--- src/rtl/ram_output_drain.sv ---
// ram_output_drain
// Read-side controller for the output RAM. On start it owns the RAM port,
// reads words 0..count-1 in order, absorbs the fixed RAM read latency in a
// credit-managed skid FIFO and presents the words as a backpressured stream
// with m_last on the final word.

`ifndef COLS
`define COLS 4
`endif
`ifndef ROWS
`define ROWS 4
`endif
`ifndef Y_BITS
`define Y_BITS 16
`endif

module ram_output_drain #(
  parameter int DEPTH      = `COLS * `ROWS,
  parameter int WIDTH      = `Y_BITS,
  parameter int LATENCY    = 2,
  parameter int FIFO_DEPTH = 4
) (
  input  logic                       clk,
  input  logic                       rstn,
  input  logic                       start,
  input  logic [$clog2(DEPTH+1)-1:0] count,
  output logic                       busy,
  output logic                       done,
  output logic                       ram_ena,
  output logic [$clog2(DEPTH)-1:0]   ram_addr,
  input  logic [WIDTH-1:0]           ram_dout,
  output logic [WIDTH-1:0]           m_data,
  output logic                       m_valid,
  input  logic                       m_ready,
  output logic                       m_last
);

  // Widths: word counters, RAM address, FIFO pointer/occupancy, in-flight
  // count and the credit sum (occupancy + in-flight).
  localparam int CW  = $clog2(DEPTH + 1);
  localparam int AW  = $clog2(DEPTH);
  localparam int PW  = (FIFO_DEPTH > 1) ? $clog2(FIFO_DEPTH) : 1;
  localparam int FCW = $clog2(FIFO_DEPTH + 1);
  localparam int IW  = $clog2(LATENCY + 1);
  localparam int SW  = $clog2(FIFO_DEPTH + LATENCY + 1);

  typedef enum logic [1:0] {
    ST_IDLE  = 2'd0,
    ST_ISSUE = 2'd1,
    ST_DRAIN = 2'd2
  } state_t;

  // Number of reads currently travelling through the RAM pipeline.
  function automatic logic [IW-1:0] popcount(input logic [LATENCY-1:0] v);
    logic [IW-1:0] acc;
    acc = '0;
    for (int i = 0; i < LATENCY; i++) begin
      acc = acc + IW'(v[i]);
    end
    return acc;
  endfunction

  // Circular pointer advance for a FIFO that need not be a power of two.
  function automatic logic [PW-1:0] ptr_inc(input logic [PW-1:0] p);
    if (p == PW'(FIFO_DEPTH - 1)) begin
      return '0;
    end else begin
      return p + PW'(1);
    end
  endfunction

  // Control state
  state_t          state_q, state_d;
  logic [CW-1:0]   cnt_q, cnt_d;
  logic [CW-1:0]   issue_cnt_q, issue_cnt_d;
  logic [CW-1:0]   beats_q, beats_d;
  logic            zero_done_q, zero_done_d;

  // In-flight valid shift register, aligned with the RAM read pipeline
  logic [LATENCY-1:0] sr_q, sr_d;

  // Skid FIFO
  logic [WIDTH-1:0] fifo_mem_q [FIFO_DEPTH];
  logic [WIDTH-1:0] fifo_mem_d [FIFO_DEPTH];
  logic [PW-1:0]    wr_ptr_q, wr_ptr_d;
  logic [PW-1:0]    rd_ptr_q, rd_ptr_d;
  logic [FCW-1:0]   fifo_cnt_q, fifo_cnt_d;

  // Decoded control signals
  logic [CW-1:0] count_clamped_s;
  logic          busy_s;
  logic          m_valid_s;
  logic          pop_s;
  logic [IW-1:0] inflight_s;
  logic          credit_ok_s;
  logic          issue_s;
  logic          push_s;
  logic          last_beat_s;
  logic          final_hs_s;

  // Decode handshakes, credits and the end-of-drain condition from the flops.
  always_comb begin
    count_clamped_s = (count > CW'(DEPTH)) ? CW'(DEPTH) : count;
    busy_s          = (state_q != ST_IDLE);
    m_valid_s       = (fifo_cnt_q != '0);
    pop_s           = m_valid_s && m_ready;
    inflight_s      = popcount(sr_q);
    // A word exiting the RAM this cycle is still counted as in flight, so the
    // credit check is conservative and a push can never hit a full FIFO.
    credit_ok_s     = (SW'(fifo_cnt_q) + SW'(inflight_s)) < SW'(FIFO_DEPTH);
    issue_s         = (state_q == ST_ISSUE) && credit_ok_s;
    push_s          = busy_s && sr_q[LATENCY-1];
    last_beat_s     = m_valid_s && (beats_q == cnt_q - CW'(1));
    final_hs_s      = (state_q == ST_DRAIN) && pop_s && last_beat_s &&
                      (fifo_cnt_q == FCW'(1)) && (inflight_s == '0);
  end

  // Next-state logic for the IDLE/ISSUE/DRAIN sequencer and its counters.
  always_comb begin
    state_d     = state_q;
    cnt_d       = cnt_q;
    issue_cnt_d = issue_cnt_q;
    beats_d     = beats_q;
    zero_done_d = 1'b0;

    if (pop_s) begin
      beats_d = beats_q + CW'(1);
    end else begin
      beats_d = beats_q;
    end

    case (state_q)
      ST_IDLE: begin
        if (start) begin
          if (count_clamped_s != '0) begin
            cnt_d       = count_clamped_s;
            issue_cnt_d = '0;
            beats_d     = '0;
            state_d     = ST_ISSUE;
          end else begin
            // Empty drain: acknowledge with done only, never take the port.
            zero_done_d = 1'b1;
          end
        end else begin
          state_d = ST_IDLE;
        end
      end
      ST_ISSUE: begin
        if (issue_s) begin
          issue_cnt_d = issue_cnt_q + CW'(1);
          if (issue_cnt_q == cnt_q - CW'(1)) begin
            state_d = ST_DRAIN;
          end else begin
            state_d = ST_ISSUE;
          end
        end else begin
          issue_cnt_d = issue_cnt_q;
        end
      end
      ST_DRAIN: begin
        if (final_hs_s) begin
          state_d = ST_IDLE;
        end else begin
          state_d = ST_DRAIN;
        end
      end
      default: begin
        state_d = ST_IDLE;
      end
    endcase
  end

  // Shift the in-flight markers whenever the RAM pipeline advances.
  always_comb begin
    sr_d = sr_q;
    if (busy_s) begin
      for (int i = LATENCY - 1; i > 0; i--) begin
        sr_d[i] = sr_q[i-1];
      end
      sr_d[0] = issue_s;
    end else begin
      sr_d = sr_q;
    end
  end

  // Skid FIFO bookkeeping: capture RAM data as it arrives, release on handshake.
  always_comb begin
    fifo_mem_d = fifo_mem_q;
    wr_ptr_d   = wr_ptr_q;
    rd_ptr_d   = rd_ptr_q;
    fifo_cnt_d = fifo_cnt_q;

    if (push_s) begin
      fifo_mem_d[wr_ptr_q] = ram_dout;
      wr_ptr_d             = ptr_inc(wr_ptr_q);
    end else begin
      wr_ptr_d = wr_ptr_q;
    end

    if (pop_s) begin
      rd_ptr_d = ptr_inc(rd_ptr_q);
    end else begin
      rd_ptr_d = rd_ptr_q;
    end

    case ({push_s, pop_s})
      2'b10:   fifo_cnt_d = fifo_cnt_q + FCW'(1);
      2'b01:   fifo_cnt_d = fifo_cnt_q - FCW'(1);
      default: fifo_cnt_d = fifo_cnt_q;
    endcase
  end

  // State, counters, in-flight markers and FIFO storage.
  always_ff @(posedge clk or negedge rstn) begin
    if (!rstn) begin
      state_q     <= ST_IDLE;
      cnt_q       <= '0;
      issue_cnt_q <= '0;
      beats_q     <= '0;
      zero_done_q <= 1'b0;
      sr_q        <= '0;
      wr_ptr_q    <= '0;
      rd_ptr_q    <= '0;
      fifo_cnt_q  <= '0;
      for (int i = 0; i < FIFO_DEPTH; i++) begin
        fifo_mem_q[i] <= '0;
      end
    end else begin
      state_q     <= state_d;
      cnt_q       <= cnt_d;
      issue_cnt_q <= issue_cnt_d;
      beats_q     <= beats_d;
      zero_done_q <= zero_done_d;
      sr_q        <= sr_d;
      wr_ptr_q    <= wr_ptr_d;
      rd_ptr_q    <= rd_ptr_d;
      fifo_cnt_q  <= fifo_cnt_d;
      for (int i = 0; i < FIFO_DEPTH; i++) begin
        fifo_mem_q[i] <= fifo_mem_d[i];
      end
    end
  end

  // Drive the ports from the registered state.
  always_comb begin
    busy    = busy_s;
    ram_ena = busy_s;
    if (state_q == ST_ISSUE) begin
      ram_addr = issue_cnt_q[AW-1:0];
    end else begin
      ram_addr = '0;
    end
    done    = zero_done_q || final_hs_s;
    m_valid = m_valid_s;
    m_data  = fifo_mem_q[rd_ptr_q];
    m_last  = last_beat_s;
  end

endmodule

--- config.mk ---
export PLATFORM = sky130hd
export DESIGN_NAME = ram_output_drain
export DESIGN_NICKNAME = d
export VERILOG_FILES = /design/src/rtl/ram_output_drain.sv
export SDC_FILE = /design/constraint.sdc
export NUM_CORES = 1
export LEC_CHECK = 0
export ABC_CLOCK_PERIOD_IN_PS = 2800
export BUFFER_PORTS_ARGS = -buffer_cell sky130_fd_sc_hd__buf_4
export CORE_ASPECT_RATIO = 1.1
export CORE_MARGIN = 2
export CORE_UTILIZATION = 35
export CTS_CLUSTER_SIZE = 30
export DETAILED_ROUTE_END_ITERATION = 16
export PLACE_DENSITY_LB_ADDON = 0.12
export SLEW_MARGIN = 20
export SYNTH_ARGS = -nofsm -noshare
export SYNTH_HDL_FRONTEND = slang
export SYNTH_SLANG_ARGS = --single-unit
--- constraint.sdc ---
create_clock -name clk -period 2.8 [get_ports clk]
set_input_delay 0.42 -clock clk [delete_from_list [all_inputs] [get_ports clk]]
set_output_delay 0.42 -clock clk [all_outputs]
set_load 0.05 [all_outputs]
[Word-level counts from Yosys, hierarchy flattened]
Cells that the tools add are included.
Word-level totals
  register bits after elaboration: 91
Cells by class
  $add $sub $neg: 9
  magnitude comparators: 5
  equality and inequality tests: 13
  multiplexer cells: 28
  bitwise operators: 2
  reductions and logical operators: 20
Operator list (number)
  64-bit bitwise mux: 1
  16-bit 2-to-1 mux: 3
  5-bit 2-to-1 mux: 8
  16-bit binary-select mux with 2-bit select: 1
  16-bit demux with 2-bit select: 1
  2-bit 2-to-1 mux: 7
  5-bit by 1-bit adder with 5-bit output (second input constant): 2
  5-bit == test: 2
  5-bit one-hot mux with 2 select lines: 1
  1-bit logical AND: 9
  2-bit == test (second input constant): 4
  3-bit greater-or-equal comparator (second input constant): 2
  2-bit inequality test (second input constant): 3
  2-bit NOT with 3-bit output: 2
  2-bit one-hot mux with 3 select lines: 1
  3-bit one-hot mux with 2 select lines: 1
  2-bit nonzero test: 3
  5-bit > comparator (second input constant): 1
  5-bit nonzero test: 1
  5-bit by 1-bit subtractor with 5-bit output (second input constant): 1
  2-bit by 1-bit adder with 2-bit output (second input constant): 2
  2-bit by 1-bit == test with 1-bit output (second input constant): 2
  2-bit zero test: 2
  4-bit 2-to-1 mux: 1
  14 further kinds: 16

[Depth between registers and ports, before layout]
  depth in word-level cells: 8
  gate-level depth with buffers: 9
  gate-level depth less buffers: 9

[Least setup slack after synthesis]
OpenSTA, ideal clock, no wires.
  path type: flip-flop to output port
  start: register fifo_cnt_q[0]
  end: output port done
  arrival time: 1.968 ns
  path slack: 0.412 ns
  stages on the path, launching flop included: 9
  cell sequence: dfrtp_1 inv_1 ha_1 nand2b_2 nand2_1 clkinv_1 nand3_1 a211o_1 nand2b_1
On the way
  word-level cells in the longest chain between the ends: 7
  elaborated cells between the ends (all ways): 9
  classes of those cells: 1 x eq/ne; 8 x reduce/logical
RTL lines
  from (decl): RTL line 87  | logic [FCW-1:0] fifo_cnt_q, fifo_cnt_d;
  from (signal assigned): RTL line 237  | fifo_cnt_q <= fifo_cnt_d;
  3-bit nonzero test: RTL line 105  | m_valid_s = (fifo_cnt_q != '0);
  net m_valid: RTL line 33  | output logic m_valid,
  1-bit logical AND: RTL line 106  | pop_s = m_valid_s && m_ready;
  net pop_s: RTL line 93  | logic pop_s;
  1-bit logical AND (3 in series): RTL line 114  | final_hs_s = (state_q == ST_DRAIN) && pop_s && last_beat_s &&
  1-bit logical AND: RTL line 115  | (fifo_cnt_q == FCW'(1)) && (inflight_s == '0);
  1-bit logical OR: RTL line 253  | done = zero_done_q || final_hs_s;
  to (decl): RTL line 28  | output logic done,
The timed path passes the listed nets, and every way through them passes these cells.

[Final worst setup path]
  start: register cnt_q[0]
  end: output port done
On the way
  word-level cells in the longest chain between the ends: 7
RTL lines
  from (decl): RTL line 74  | logic [CW-1:0] cnt_q, cnt_d;
  from (signal assigned): RTL line 230  | cnt_q <= cnt_d;
  5-bit by 1-bit subtractor with 5-bit output: RTL line 113  | last_beat_s = m_valid_s && (beats_q == cnt_q - CW'(1));
  5-bit == test: RTL line 113
  1-bit logical AND: RTL line 113
  1-bit logical AND (2 in series): RTL line 114
  1-bit logical AND: RTL line 115
  1-bit logical OR: RTL line 253
Every way passes these cells.

==> results.sh <==
export IMPL_status="finished, final reports clean"
export IMPL_syn_to_final_growth_pct=18.5
export IMPL_drc_errors=0
export IMPL_grt_pass1_vias=2907
export IMPL_ir_worst_vdd_mv=0.620
export IMPL_grt_usage=0.145
export IMPL_yosysSeqAreaShare=0.509
export IMPL_drive_gt1_frac=0.419
export IMPL_clk_path_buf_depth=2
export IMPL_root_buffer="clkbuf_16"
export IMPL_dp_hpwl_um=6170
export IMPL_vias=2736
export IMPL_drt_pass1_iter_count=4
export IMPL_cts_sinks=91
export IMPL_io_pins=50
export IMPL_worstSetupEndpointType="output pin"
export IMPL_start_kind="register"
export IMPL_finalPower_mw=7.45
export IMPL_hold_buffers=0
export IMPL_synth_edf_count=0
export IMPL_dieArea_um2=13700
export IMPL_grt_pass1_wl_um=15200
export IMPL_setup_tns_ps=0
export IMPL_place_gp_congestion=0.803
export IMPL_synthFlopType="dfrtp_1"
export IMPL_ys_ff_latch=91
export IMPL_pwr_share_comb=0.511
export IMPL_layout_min_cycle_time_ps=2630
export IMPL_place_ws_ps=554
export IMPL_drt_iter0_drc=67
export IMPL_hp_class="input pin to asynchronous set/reset pin"
export IMPL_syn_nets=375
export IMPL_layout_common_cells="dfrtp_1 (91), mux2_2 (64), buf_4 (55), nand2_1 (22)"
export IMPL_start_util=0.357
export IMPL_tightest_slew_ps=598
export IMPL_hold_viol=0
export IMPL_clockPowerShare=0.165
export IMPL_wirelength_um=9130
export IMPL_fin_ws_ps=171
export IMPL_fin_crit_sh=0.939
export IMPL_fin_util=0.423
export IMPL_ant_nets=0
export IMPL_insertion_delay_ps=350
export IMPL_n_antenna_cell=0
export IMPL_core_um2=12500
export IMPL_ys_types=47
export IMPL_final_common_cell="dfrtp_1"
export IMPL_cp_max_fo=6
export IMPL_r2r_end="issue_cnt_q[4]"
export IMPL_synth_cell_area_um2=4480
export IMPL_slew_viol_final=0
export IMPL_fin_area_um2=5310
export IMPL_reg2reg_from="sr_q[0]"
export IMPL_cts_buffers=9
export IMPL_cts_max_level=3
export IMPL_report_final_setup_viol=0
export IMPL_synth_async_sr_flop_share=1.00
export IMPL_rsz0062_at_grt="no"
export IMPL_dieWidth_um=112
export IMPL_wire_per_inst_um=16.7
export IMPL_max_freq_mhz=380
export IMPL_io_buffers=49
export IMPL_relSlewSlack=0.601
export IMPL_cts_resized_gates=0
export IMPL_syn_mean_instance_area_um2=13.4
export IMPL_cts_tree="yes"
export IMPL_cts_clk_slew_worst_paths_ps=70
export IMPL_die_h_um=123
export IMPL_synthCells=334
export IMPL_routed_via_density=4.99
export IMPL_path_class="register to output pin"
export IMPL_power_density_nw_per_um2=1400
export IMPL_p_leak_nw=2.35
export IMPL_antenna_found_initial=0
export IMPL_fin_nets=427
export IMPL_cp_arrival_ps=2210
export IMPL_p_switching_mw=3.10
export IMPL_internal_power_mw=4.36
export IMPL_num_rows=43
export IMPL_cts_setup_buffers=0
export IMPL_seqPwrFrac=0.324
export IMPL_grt_max_degree=48
export IMPL_yosys_warnings=0
export IMPL_fin_skew_ps=11.6
export IMPL_max_cap_violations=0
export IMPL_fillers=1169
export IMPL_post_dp_cell_area_um2=5010
export IMPL_cp_required_ps=2380
export IMPL_r2r_slack_ps=700
export IMPL_grt_ovfl_total=0
export IMPL_p_sw_frac=0.416
export IMPL_r2r_cells=7
-- routing by layer --
layer	GRT usage	vias up	routed length [um]
met5	0	-	0
met4	0.0602	0	146
met3	0.0267	9	277
met2	0.236	38	4380
met1	0.192	1395	4330
li1	-	1294	-
-- sequential cells by signal, summed over array words and instances (netlist names) --
name,flops
beats_q,5
cnt_q,5
fifo_cnt_q,3
fifo_mem_q,64
issue_cnt_q,5
rd_ptr_q,2
sr_q,2
state_q,2
wr_ptr_q,2
zero_done_q,1
-- cell type report --
cell class,count,area [um^2],area share
clock buffer,9,225,0.0424
clock inverter,7,73.8,0.0139
inverter,11,41.3,0.00778
multi-input combinational,217,2060,0.388
sequential,91,2280,0.429
tap,157,196,0.0370
timing repair buffer,56,433,0.0816
-- power by group through the flow --
stage          clock network, mW  logic [mW]  registers [mW]
2_1_floorplan                  0        3.08            2.24
3_3_place_gp                   0        3.83            2.42
3_5_place_dp                   0        3.86            2.44
4_1_cts                     1.28        3.87            2.42
5_1_grt                     1.34        4.12            2.50
6_report                    1.23        3.81            2.41
-- synthesized netlist by cell type (2+ instances only) --
| library cell | count | area share |
|---|---|---|
| or3_1 | 2 | 0.0028 |
| dfrtp_1 | 91 | 0.51 |
| buf_6 | 4 | 0.010 |
| nor2_1 | 11 | 0.0092 |
| ha_1 | 16 | 0.045 |
| nand2_1 | 22 | 0.018 |
| nand3_1 | 3 | 0.0034 |
| mux2i_1 | 3 | 0.0067 |
| buf_2 | 7 | 0.0078 |
| a21oi_1 | 3 | 0.0034 |
| nand4_1 | 5 | 0.0070 |
| xnor2_1 | 8 | 0.016 |
| clkbuf_1 | 2 | 0.0017 |
| inv_1 | 10 | 0.0084 |
| o21ai_0 | 8 | 0.0089 |
| nor3_1 | 4 | 0.0045 |
| mux2_2 | 64 | 0.16 |
| nand2_2 | 4 | 0.0056 |
| and2_1 | 4 | 0.0056 |
| nand3b_1 | 6 | 0.010 |
| nor2b_1 | 2 | 0.0028 |
| xor2_1 | 12 | 0.023 |
| nand2b_1 | 4 | 0.0056 |
| mux4_2 | 16 | 0.080 |
-- logic make-up (layout without fill, tap and decap cells) --
| family | Yosys count | in the layout | share of synthesized area |
|---|---|---|---|
| compound gates | 24 | 24 | 0.0408 |
| xor+xnor | 20 | 20 | 0.0391 |
| fa+ha+maj | 16 | 16 | 0.0447 |
| buf+inv | 26 | 83 | 0.0316 |
| flops | 91 | 91 | 0.509 |
| mux | 83 | 83 | 0.248 |
| simple gates | 74 | 74 | 0.0872 |
-- worst max-delay path, cell delays in order, from the launching register on --
cell	delay, ps
dfrtp_1	420
inv_1	100
ha_1	260
nor3b_1	320
nand3_1	140
a211o_1	350
nand2b_1	80
buf_4	190
-- through the flow --
step                      instances  hold slack, ps
after floorplan                 334             124
after global placement          532             483
after detailed placement        532             482
after CTS                       548             102
after global routing            548             141
final                           548            74.1
-- how the worst max path moves through the flow --
stage / start / end / depth (start not counted) / slack [ps]
after global routing: fifo_cnt_q[0] / done / 9 / 20
after global placement: cnt_q[0] / done / 7 / 620
after floorplan: fifo_cnt_q[0] / done / 8 / 410
after CTS: cnt_q[0] / done / 7 / 180
final: cnt_q[0] / done / 7 / 170
after detailed placement: fifo_cnt_q[0] / done / 9 / 550
(Power assumes the default switching activity.)
